===== src/rtl/tamagotchi_needs_core.sv =====
`default_nettype none
// ============================================================================
// Module   : tamagotchi_needs_core
// Purpose  : Needs engine for the tamagotchi. Keeps NUM_NEEDS independent
//            need levels that decay on game ticks, handles select/feed
//            presses and a long-press test mode, and drives the selected
//            need's level, face, alarm and an optional 7-segment digit.
// Options  : define SEG7_EN to build the 7-segment decoder; otherwise seg
//            is tied low.
// Revision : 1.0 - initial release
// ============================================================================
module tamagotchi_needs_core #(
    parameter int                         NUM_NEEDS   = 4,
    parameter int                         LVL_W       = 4,
    parameter int                         LVL_MAX     = 10,
    parameter int                         LVL_INIT    = 8,
    parameter int                         HAPPY_TH    = 5,
    parameter int                         TICK_DIV    = 50_000_000,
    parameter int                         PER_W       = 8,
    parameter logic [NUM_NEEDS*PER_W-1:0] DECAY_TICKS = {8'd50, 8'd70, 8'd100, 8'd120},
    parameter int                         HOLD_TICKS  = 5
) (
    input  logic                         clk,
    input  logic                         rst_n,
    input  logic [NUM_NEEDS-1:0]         btn_need,
    input  logic                         btn_test,
    output logic [$clog2(NUM_NEEDS)-1:0] sel_idx,
    output logic [LVL_W-1:0]             level_out,
    output logic                         happy,
    output logic                         test_mode,
    output logic                         alarm,
    output logic [NUM_NEEDS*LVL_W-1:0]   levels,
    output logic [6:0]                   seg
);

    localparam int c_SEL_W  = $clog2(NUM_NEEDS);
    localparam int c_PRE_W  = (TICK_DIV > 1) ? $clog2(TICK_DIV) : 1;
    localparam int c_HOLD_W = $clog2(HOLD_TICKS + 1);

    logic [c_PRE_W-1:0]  r_presc;
    logic                w_tick;
    logic [c_HOLD_W-1:0] r_hold;
    logic                r_test_mode;
    logic [c_SEL_W-1:0]  r_sel;
    logic                w_press;
    logic [c_SEL_W-1:0]  w_press_idx;
    logic [LVL_W-1:0]    w_lvl_arr [NUM_NEEDS];
    logic [NUM_NEEDS-1:0] w_zero;
    logic [LVL_W-1:0]    w_sel_lvl;
    logic [LVL_W-1:0]    r_level_out;
    logic                r_happy;
    logic                r_alarm;

    // Game-tick prescaler: one-cycle strobe every TICK_DIV clocks.
    assign w_tick = (r_presc == c_PRE_W'(TICK_DIV - 1));

    // Prescaler counter wraps on the tick strobe.
    always_ff @(posedge clk or negedge rst_n) begin
        if (!rst_n) begin
            r_presc <= '0;
        end else if (w_tick) begin
            r_presc <= '0;
        end else begin
            r_presc <= r_presc + c_PRE_W'(1);
        end
    end

    // Press arbitration: lowest set button index wins.
    always_comb begin
        w_press     = 1'b0;
        w_press_idx = '0;
        for (int k = NUM_NEEDS - 1; k >= 0; k--) begin
            if (btn_need[k]) begin
                w_press     = 1'b1;
                w_press_idx = c_SEL_W'(k);
            end
        end
    end

    // Long-press detector: toggles test mode once per hold, saturates until release.
    always_ff @(posedge clk or negedge rst_n) begin
        if (!rst_n) begin
            r_hold      <= '0;
            r_test_mode <= 1'b0;
        end else if (!btn_test) begin
            r_hold <= '0;
        end else if (w_tick && (r_hold != c_HOLD_W'(HOLD_TICKS))) begin
            r_hold <= r_hold + c_HOLD_W'(1);
            if (r_hold == c_HOLD_W'(HOLD_TICKS - 1)) begin
                r_test_mode <= ~r_test_mode;
            end
        end
    end

    // Selection register follows any accepted press.
    always_ff @(posedge clk or negedge rst_n) begin
        if (!rst_n) begin
            r_sel <= '0;
        end else if (w_press) begin
            r_sel <= w_press_idx;
        end
    end

    for (genvar i = 0; i < NUM_NEEDS; i++) begin : g_need
        localparam logic [PER_W-1:0] c_PERIOD = DECAY_TICKS[i*PER_W +: PER_W];

        logic [PER_W-1:0] r_dcnt;
        logic [LVL_W-1:0] r_lvl;
        logic [LVL_W-1:0] w_lvl_nxt;
        logic             w_decay;
        logic             w_feed;

        assign w_decay = w_tick && !r_test_mode && (r_dcnt == c_PERIOD - PER_W'(1));
        assign w_feed  = w_press && (w_press_idx == c_SEL_W'(i)) && (r_sel == c_SEL_W'(i));

        // Decay timer counts ticks in normal mode, frozen in test mode.
        always_ff @(posedge clk or negedge rst_n) begin
            if (!rst_n) begin
                r_dcnt <= '0;
            end else if (w_tick && !r_test_mode) begin
                r_dcnt <= w_decay ? '0 : r_dcnt + PER_W'(1);
            end
        end

        // Next level: feed and decay on the same cycle cancel except at the rails.
        always_comb begin
            w_lvl_nxt = r_lvl;
            if (w_feed && r_test_mode) begin
                w_lvl_nxt = (r_lvl == LVL_W'(1)) ? LVL_W'(LVL_MAX) : LVL_W'(1);
            end else if (w_feed && w_decay) begin
                if (r_lvl >= LVL_W'(LVL_MAX)) begin
                    w_lvl_nxt = LVL_W'(LVL_MAX - 1);
                end else if (r_lvl == '0) begin
                    w_lvl_nxt = LVL_W'(1);
                end
            end else if (w_feed) begin
                if (r_lvl < LVL_W'(LVL_MAX)) begin
                    w_lvl_nxt = r_lvl + LVL_W'(1);
                end
            end else if (w_decay) begin
                if (r_lvl != '0) begin
                    w_lvl_nxt = r_lvl - LVL_W'(1);
                end
            end
        end

        // Level register.
        always_ff @(posedge clk or negedge rst_n) begin
            if (!rst_n) begin
                r_lvl <= LVL_W'(LVL_INIT);
            end else begin
                r_lvl <= w_lvl_nxt;
            end
        end

        assign w_lvl_arr[i]                = r_lvl;
        assign w_zero[i]                   = (r_lvl == '0);
        assign levels[i*LVL_W +: LVL_W]    = r_lvl;
    end

    assign w_sel_lvl = w_lvl_arr[r_sel];

    // Display-side outputs are registered from the current state (one extra clock).
    always_ff @(posedge clk or negedge rst_n) begin
        if (!rst_n) begin
            r_level_out <= LVL_W'(LVL_INIT);
            r_happy     <= (LVL_INIT >= HAPPY_TH);
            r_alarm     <= (LVL_INIT == 0);
        end else begin
            r_level_out <= w_sel_lvl;
            r_happy     <= (w_sel_lvl >= LVL_W'(HAPPY_TH));
            r_alarm     <= |w_zero;
        end
    end

`ifdef SEG7_EN
    logic [6:0] r_seg;

    function automatic logic [6:0] f_seg7(input logic [LVL_W-1:0] v);
        int unsigned u;
        logic [6:0]  s;
        u = 32'(v);
        case (u)
            0:       s = 7'b0111111;
            1:       s = 7'b0000110;
            2:       s = 7'b1011011;
            3:       s = 7'b1001111;
            4:       s = 7'b1100110;
            5:       s = 7'b1101101;
            6:       s = 7'b1111101;
            7:       s = 7'b0000111;
            8:       s = 7'b1111111;
            9:       s = 7'b1101111;
            10:      s = 7'b1110111;
            default: s = 7'b0000000;
        endcase
        return s;
    endfunction

    // Digit register tracks the selected level with the same latency as level_out.
    always_ff @(posedge clk or negedge rst_n) begin
        if (!rst_n) begin
            r_seg <= f_seg7(LVL_W'(LVL_INIT));
        end else begin
            r_seg <= f_seg7(w_sel_lvl);
        end
    end

    assign seg = r_seg;
`else
    assign seg = 7'b0000000;
`endif

    assign sel_idx   = r_sel;
    assign level_out = r_level_out;
    assign happy     = r_happy;
    assign alarm     = r_alarm;
    assign test_mode = r_test_mode;

endmodule
`default_nettype wire


===== config.mk =====
export PLATFORM = sky130hd
export DESIGN_NAME = tamagotchi_needs_core
export DESIGN_NICKNAME = d
export VERILOG_FILES = /design/src/rtl/tamagotchi_needs_core.sv
export SDC_FILE = /design/constraint.sdc
export NUM_CORES = 1
export LEC_CHECK = 0
export ABC_AREA = 0
export ABC_CLOCK_PERIOD_IN_PS = 3900
export CAP_MARGIN = 20
export CORE_MARGIN = 10
export CORE_UTILIZATION = 55
export CTS_BUF_LIST = sky130_fd_sc_hd__clkbuf_4 sky130_fd_sc_hd__clkbuf_8
export CTS_CLUSTER_SIZE = 30
export DETAILED_ROUTE_END_ITERATION = 6
export PLACE_DENSITY = 0.75
export SETUP_SLACK_MARGIN = 0.3
export SYNTH_ARGS = -nofsm -noshare
export SYNTH_HDL_FRONTEND = slang
export SYNTH_SLANG_ARGS = --single-unit
export TNS_END_PERCENT = 100

===== constraint.sdc =====
create_clock -name clk -period 3.9 [get_ports clk]
set_input_delay 0.78 -clock clk [delete_from_list [all_inputs] [get_ports clk]]
set_output_delay 0.78 -clock clk [all_outputs]
set_load 0.02 [all_outputs]

After elaboration in Yosys (flattened, before gate mapping):

Index checks and enable logic that the tools add are counted.

* logic and storage cells: 168
* ROM bits: 0
* memories kept: 0
* output and inout port bits: 32
* register bits after elaboration: 86
* input port bits: 7
* latch bits: 0
* memory bits (writable): 0

* shifts and indexed selects: 0
* equality and inequality tests: 26
* muxes and demuxes: 54
* reduce and logical (&&, ||, !) cells: 47
* div/mod/pow operators: 0
* magnitude comparators: 10
* bitwise gates (word level): 2
* multiply operators: 0
* add/sub/neg operators: 14

Operators by type and width (count)
* two-way mux 4 bit: 38
* nonzero test 4 bit: 12
* adder 8 x 1 -> 8 bit (second input constant): 4
* two-way mux 8 bit: 4
* adder 26 x 1 -> 26 bit (second input constant): 1
* equality test 26 bit (second input constant): 1
* two-way mux 26 bit: 1
* equality test 8 x 7 -> 1 bit (second input constant): 3
* logical AND 1 bit: 22
* adder 4 x 1 -> 4 bit (second input constant): 4
* equality test 4 x 1 -> 1 bit (second input constant): 4
* greater-or-equal comparator 4 bit (second input constant): 4
* logical NOT 4 bit: 4
* < comparator 4 bit (second input constant): 4
* != test 4 x 1 -> 1 bit (second input constant): 4
* != test 4 x 3 -> 1 bit (second input constant): 4
* AND reduction 4 bit: 4
* subtractor 4 x 1 -> 4 bit (second input constant): 4
* binary-select mux 4 bit (select 2 bit): 1
* equality test 2 bit (second input constant): 4
* equality test 8 x 6 -> 1 bit (second input constant): 1
* two-way mux 2 bit: 4
* two-way mux 3 bit: 2
* equality test 2 x 1 -> 1 bit (second input constant): 2
* other kinds (13): 17

Depth between registers and ports, before layout:

* word-level depth: 10
* depth in mapped cells: 10

Worst setup path before layout:

Ideal clock, no wire load.

* path type: reg-to-reg
* from: register g_need[1].r_dcnt[0]
* to: register g_need[1].r_lvl[2]
* buffers on the path: 1
* setup slack: 1.500 ns
* required time: 3.778 ns
* cell stages (with the launch flop): 9
* library setup time: 0.122 ns
* arrival time: 2.278 ns
* cells stage by stage: dfrtp_1 -> ha_1 -> nand4b_1 -> or4_1 -> clkbuf_1 -> nor3_1 -> mux2i_1 -> a21bo_1 -> a32o_1

* word-level cells in the longest chain between the ends: 5
* elaborated cells between the ends (all ways): 10

RTL lines
* start: declaration: RTL line 107 `logic [PER_W-1:0] r_dcnt;`
* start signal: assignment: RTL line 121 `r_dcnt <= w_decay ? '0 : r_dcnt + PER_W'(1);`
* equality test 8 x 7 -> 1 bit (*): RTL line 113 `assign w_decay = w_tick && !r_test_mode && (r_dcnt == c_PERIOD - PER_W'(1));`
* logical AND 1 bit (*): RTL line 113
* logical AND 1 bit: RTL line 130 `end else if (w_feed && w_decay) begin`
* != test 4 x 1 -> 1 bit (no line), or another cell as far along
* AND reduction 4 bit (no line) / two-way mux 4 bit (equally long branches)
* end signal: assignment: RTL line 150 `r_lvl <= LVL_W'(LVL_INIT);`
* end signal: assignment: RTL line 152 `r_lvl <= w_lvl_nxt;`
* end: declaration: RTL line 108 `logic [LVL_W-1:0] r_lvl;`

Mark *: on every way between the ends. The rest lies on a longest branch, timed or not.
A chain may end at the register's enable or synchronous reset.

Worst setup path in the final report:

Same ends and word-level chain as after synthesis.

==> metrics.txt <==
# TYPE chip_impl_metric gauge
chip_impl_info{name="result_of_the_run",value="complete, no violations"} 1
chip_impl_metric{name="max_cap_viol_count",unit=""} 0
chip_impl_metric{name="antenna_cells",unit=""} 0
chip_impl_metric{name="synth.ff_latch_count",unit=""} 86
chip_impl_metric{name="grt_remaining_overflow",unit=""} 0
chip_impl_metric{name="slew_viol_final",unit=""} 0
chip_impl_metric{name="leakagePower",unit="nW"} 2.50
chip_impl_metric{name="fmax",unit="GHz"} 0.358
chip_impl_metric{name="cts-buffers-inserted",unit=""} 9
chip_impl_metric{name="gpl.final_weighted_congestion",unit=""} 0.952
chip_impl_info{name="path_cells",value="ha_1 > nand4b_1 > or4_1 > nor3_1 > mux2i_1 > a21bo_1 > a32o_1"} 1
chip_impl_metric{name="globalRouteTotalUtil",unit="%"} 17.5
chip_impl_metric{name="effective_utilization_at_floorplan",unit="%"} 56.3
chip_impl_metric{name="post-cts-setup-buffer-count",unit=""} 0
chip_impl_info{name="setup_repair_after_global_routing_missed_its_margin",value="no"} 1
chip_impl_metric{name="floorplan.die_area",unit="sq um"} 14400
chip_impl_info{name="clockRootBuffer",value="clkbuf_8"} 1
chip_impl_metric{name="setup_total_negative_slack",unit="ns"} 0
chip_impl_metric{name="worstRegToRegCells",unit=""} 7
chip_impl_metric{name="grt_start_max_net_pins",unit=""} 87
chip_impl_metric{name="placeableCoreArea",unit="sq um"} 9730
chip_impl_metric{name="synth-seq-area-share",unit="%"} 39.4
chip_impl_metric{name="max_slew_headroom",unit="%"} 42.8
chip_impl_metric{name="chipHeight",unit="um"} 120
chip_impl_info{name="postSynth.topFlopCell",value="dfrtp_1"} 1
chip_impl_metric{name="number_of_enable_type_register_cells_in_the_synthesized_netlist",unit=""} 0
chip_impl_metric{name="detail_route.vias_per_cell",unit=""} 5.99
chip_impl_info{name="cts_tree",value="yes"} 1
chip_impl_info{name="hold_path_class",value="in2async"} 1
chip_impl_metric{name="nNetsFinal",unit=""} 634
chip_impl_metric{name="finish.cell_count_without_fillers",unit=""} 739
chip_impl_metric{name="grt.met1_usage",unit="%"} 23.4
chip_impl_info{name="mostFrequentLayoutCell",value="dfrtp_1"} 1
chip_impl_metric{name="cp_data_arrival_time",unit="ns"} 3.05
chip_impl_info{name="most-common-layout-cells",value="dfrtp_1, nand2_1, nor2_1, o21ai_0, clkdlybuf4s50_1"} 1
chip_impl_metric{name="route.antenna.remaining_nets",unit=""} 0
chip_impl_metric{name="yosys_warnings",unit=""} 0
chip_impl_info{name="regToRegEndpoint",value="g_need[1].r_lvl[2]$_DFFE_PN0P_"} 1
chip_impl_info{name="worst-setup-path-type",value="reg2reg"} 1
chip_impl_metric{name="vias_in_the_first_global_route",unit=""} 4286
chip_impl_metric{name="powerDensity",unit="nW/um^2"} 414
chip_impl_metric{name="worst_slew_pin_slew",unit="ns"} 0.850
chip_impl_metric{name="cts_hold_buffers",unit=""} 0
chip_impl_metric{name="clock_tree.buffer_depth",unit=""} 2
chip_impl_metric{name="total_number_of_vias",unit=""} 4425
chip_impl_metric{name="max-vdd-ir-drop",unit="V"} 0.000411
chip_impl_metric{name="final_layout_size_suffix_gt1_share",unit="%"} 10.6
chip_impl_info{name="critPathSlowestCell",value="or4_1"} 1
chip_impl_info{name="global_route_hottest_layer",value="met2"} 1
chip_impl_metric{name="post_cts.resized_instances",unit=""} 0
chip_impl_metric{name="grt_util_met3",unit="%"} 3.19
chip_impl_metric{name="worst_path_largest_cell_delay",unit="ns"} 0.60
chip_impl_info{name="startpoint_type",value="flip-flop"} 1
chip_impl_metric{name="area_of_the_mapped_netlist",unit="sq um"} 5480
chip_impl_metric{name="finalHoldViolCount",unit=""} 0
chip_impl_metric{name="detail_route.iter0.violations",unit=""} 470
chip_impl_metric{name="globalRouteMet2Util",unit="%"} 27.9
chip_impl_metric{name="synthesis.area_per_instance",unit="sq um"} 9.40
chip_impl_metric{name="antenna_found_initial",unit=""} 0
chip_impl_metric{name="setup-violations-final",unit=""} 0
chip_impl_metric{name="place.port_buffers",unit=""} 31
chip_impl_metric{name="period_needed",unit="ns"} 2.79
chip_impl_metric{name="place.detailed.hpwl",unit="um"} 8920
chip_impl_metric{name="worst-endpoint-required",unit="ns"} 4.16
chip_impl_metric{name="min_period_over_period",unit="%"} 71.7
chip_impl_metric{name="detailedRoute.firstPassIterationCount",unit=""} 5
chip_impl_metric{name="detail_route.wirelength",unit="um"} 12400
chip_impl_info{name="critical_path.endpoint_type",value="flip-flop"} 1
chip_impl_metric{name="dieWidth",unit="um"} 120
chip_impl_metric{name="placedCellCount",unit=""} 722
chip_impl_metric{name="cts.reportedPaths.clkPinSlew",unit="ns"} 0.09
chip_impl_metric{name="ys_async_sr_fraction",unit="%"} 100
chip_impl_info{name="timing.rr.start",value="g_need[1].r_dcnt[0]$_DFFE_PN0P_"} 1
chip_impl_metric{name="top_level_ports",unit=""} 39
chip_impl_metric{name="synth_cell_type_count",unit=""} 84
chip_impl_metric{name="drcViolationCount",unit=""} 0
chip_impl_metric{name="grt_pass1_wl",unit="um"} 21100
chip_impl_metric{name="flow.area_growth_from_synthesis",unit="%"} 9.82
chip_impl_metric{name="worstPathMaxFanout",unit=""} 7
chip_impl_metric{name="power.total",unit="mW"} 2.49
chip_impl_metric{name="rrSetupSlack",unit="ns"} 1.11
chip_impl_metric{name="finClkSkew",unit="ns"} 0.00884
chip_impl_metric{name="worst_skew_pair.late_latency",unit="ns"} 0.36
chip_impl_metric{name="final_worst_hold_slack",unit="ns"} 0.239
chip_impl_metric{name="routedWlPerCell",unit="um"} 16.8
chip_impl_metric{name="cts_max_level",unit=""} 3
chip_impl_metric{name="clock_sinks",unit=""} 86
chip_impl_metric{name="postSynthCellCount",unit=""} 583
chip_impl_metric{name="std_cell_rows",unit=""} 36
per-stage QoR:
stage | utilization [%] | instance area [sq um] | setup slack (ns)
2_1_floorplan | - | 5500 | 1.50
3_3_place_gp | 59.8 | 5820 | 0.967
3_5_place_dp | 59.8 | 5820 | 0.857
4_1_cts | 61.5 | 5990 | 1.11
5_1_grt | 61.8 | 6020 | 0.818
6_report | 61.8 | 6020 | 1.11
layer usage:
metal / vias to the layer above / share of wire [%]
li1: 2136 / -
met2: 113 / 48
met3: 19 / 4.8
met4: 0 / 1.6
met5: - / 0
met1: 2157 / 46
worst max path at each step:
stage,start,to,cells past startpoint,slack [ns]
final,g_need[1].r_dcnt[0]$_DFFE_PN0P_,g_need[1].r_lvl[2]$_DFFE_PN0P_,7,1.11
after global placement,btn_need[0],g_need[2].r_lvl[0]$_DFFE_PN0P_,7,0.97
after CTS,g_need[1].r_dcnt[0]$_DFFE_PN0P_,g_need[1].r_lvl[2]$_DFFE_PN0P_,7,1.11
after detailed placement,btn_need[0],g_need[2].r_lvl[2]$_DFFE_PN0P_,7,0.86
after floorplan,g_need[1].r_dcnt[0]$_DFFE_PN0P_,g_need[1].r_lvl[2]$_DFFE_PN0P_,8,1.50
after global routing,r_presc[16]$_DFF_PN0_,g_need[2].r_lvl[0]$_DFFE_PN0P_,6,0.82
logic make-up (layout without fill, tap and decap cells):
group / count (synthesis) / in the layout / synth area share (%)
xor gates and xnor gates: 33 / 33 / 5.28
adders and majority gates: 26 / 26 / 5.94
and+or+nand+nor: 249 / 249 / 27.4
other: 1 / 7 / 0.0685
buffers and inverters: 59 / 76 / 5.14
AOI/OAI and AO/OA: 113 / 113 / 12.9
muxes: 16 / 16 / 3.88
DFF: 86 / 86 / 39.4
power by group:
group | switching (mW) | internal [mW]
logic | 0.390 | 0.368
registers | 0.181 | 0.988
clock network | 0.330 | 0.236
total | 0.900 | 1.59
worst max-delay path: cells and delay by family (launching register included):
kind            cells  cell delay, ns
simple gates        3            1.03
mux                 1            0.54
fa+ha+maj           1            0.25
compound gates      2            0.47
flops               1            0.41
cell usage after synthesis (4+ instances only):
library cell	n	share of area [%]
o31ai_1	11	1.5
a31oi_1	9	1.0
o21ai_0	34	3.1
o211ai_1	8	1.1
mux4_2	4	1.6
buf_4	7	0.96
a21oi_1	24	2.2
nor2b_1	4	0.46
dfstp_2	6	2.9
ha_1	26	5.9
and2_1	4	0.46
xor2_1	7	1.1
nor2_1	39	2.7
nand2_1	60	4.1
and3_1	10	1.1
nand3_1	26	2.4
clkbuf_1	15	1.0
mux2i_1	10	1.8
dfrtp_1	80	37
or3_1	6	0.69
nor4_1	7	0.80
nor3_1	16	1.5
xnor2_1	26	4.2
inv_1	23	1.6
nand4_1	21	2.4
buf_2	9	0.82
area by class of cell:
class / count / area, sq um
repair buffers: 36 / 365
fillers: 830 / 3710
clock inverters: 6 / 38.8
multi-input cells: 444 / 3060
flip-flops and latches: 86 / 2160
well taps: 133 / 166
inverters: 24 / 90.1
clock buffers: 10 / 131
state kept, by name, summed over array words and instances, names as in the netlist:
signal and cells:
test_mode 1, g_need.r_lvl 16, alarm 1, g_need.r_dcnt 32, r_hold 3, happy 1
level_out 4, sel_idx 2, r_presc 26
Power figures use the tool's default switching activity.
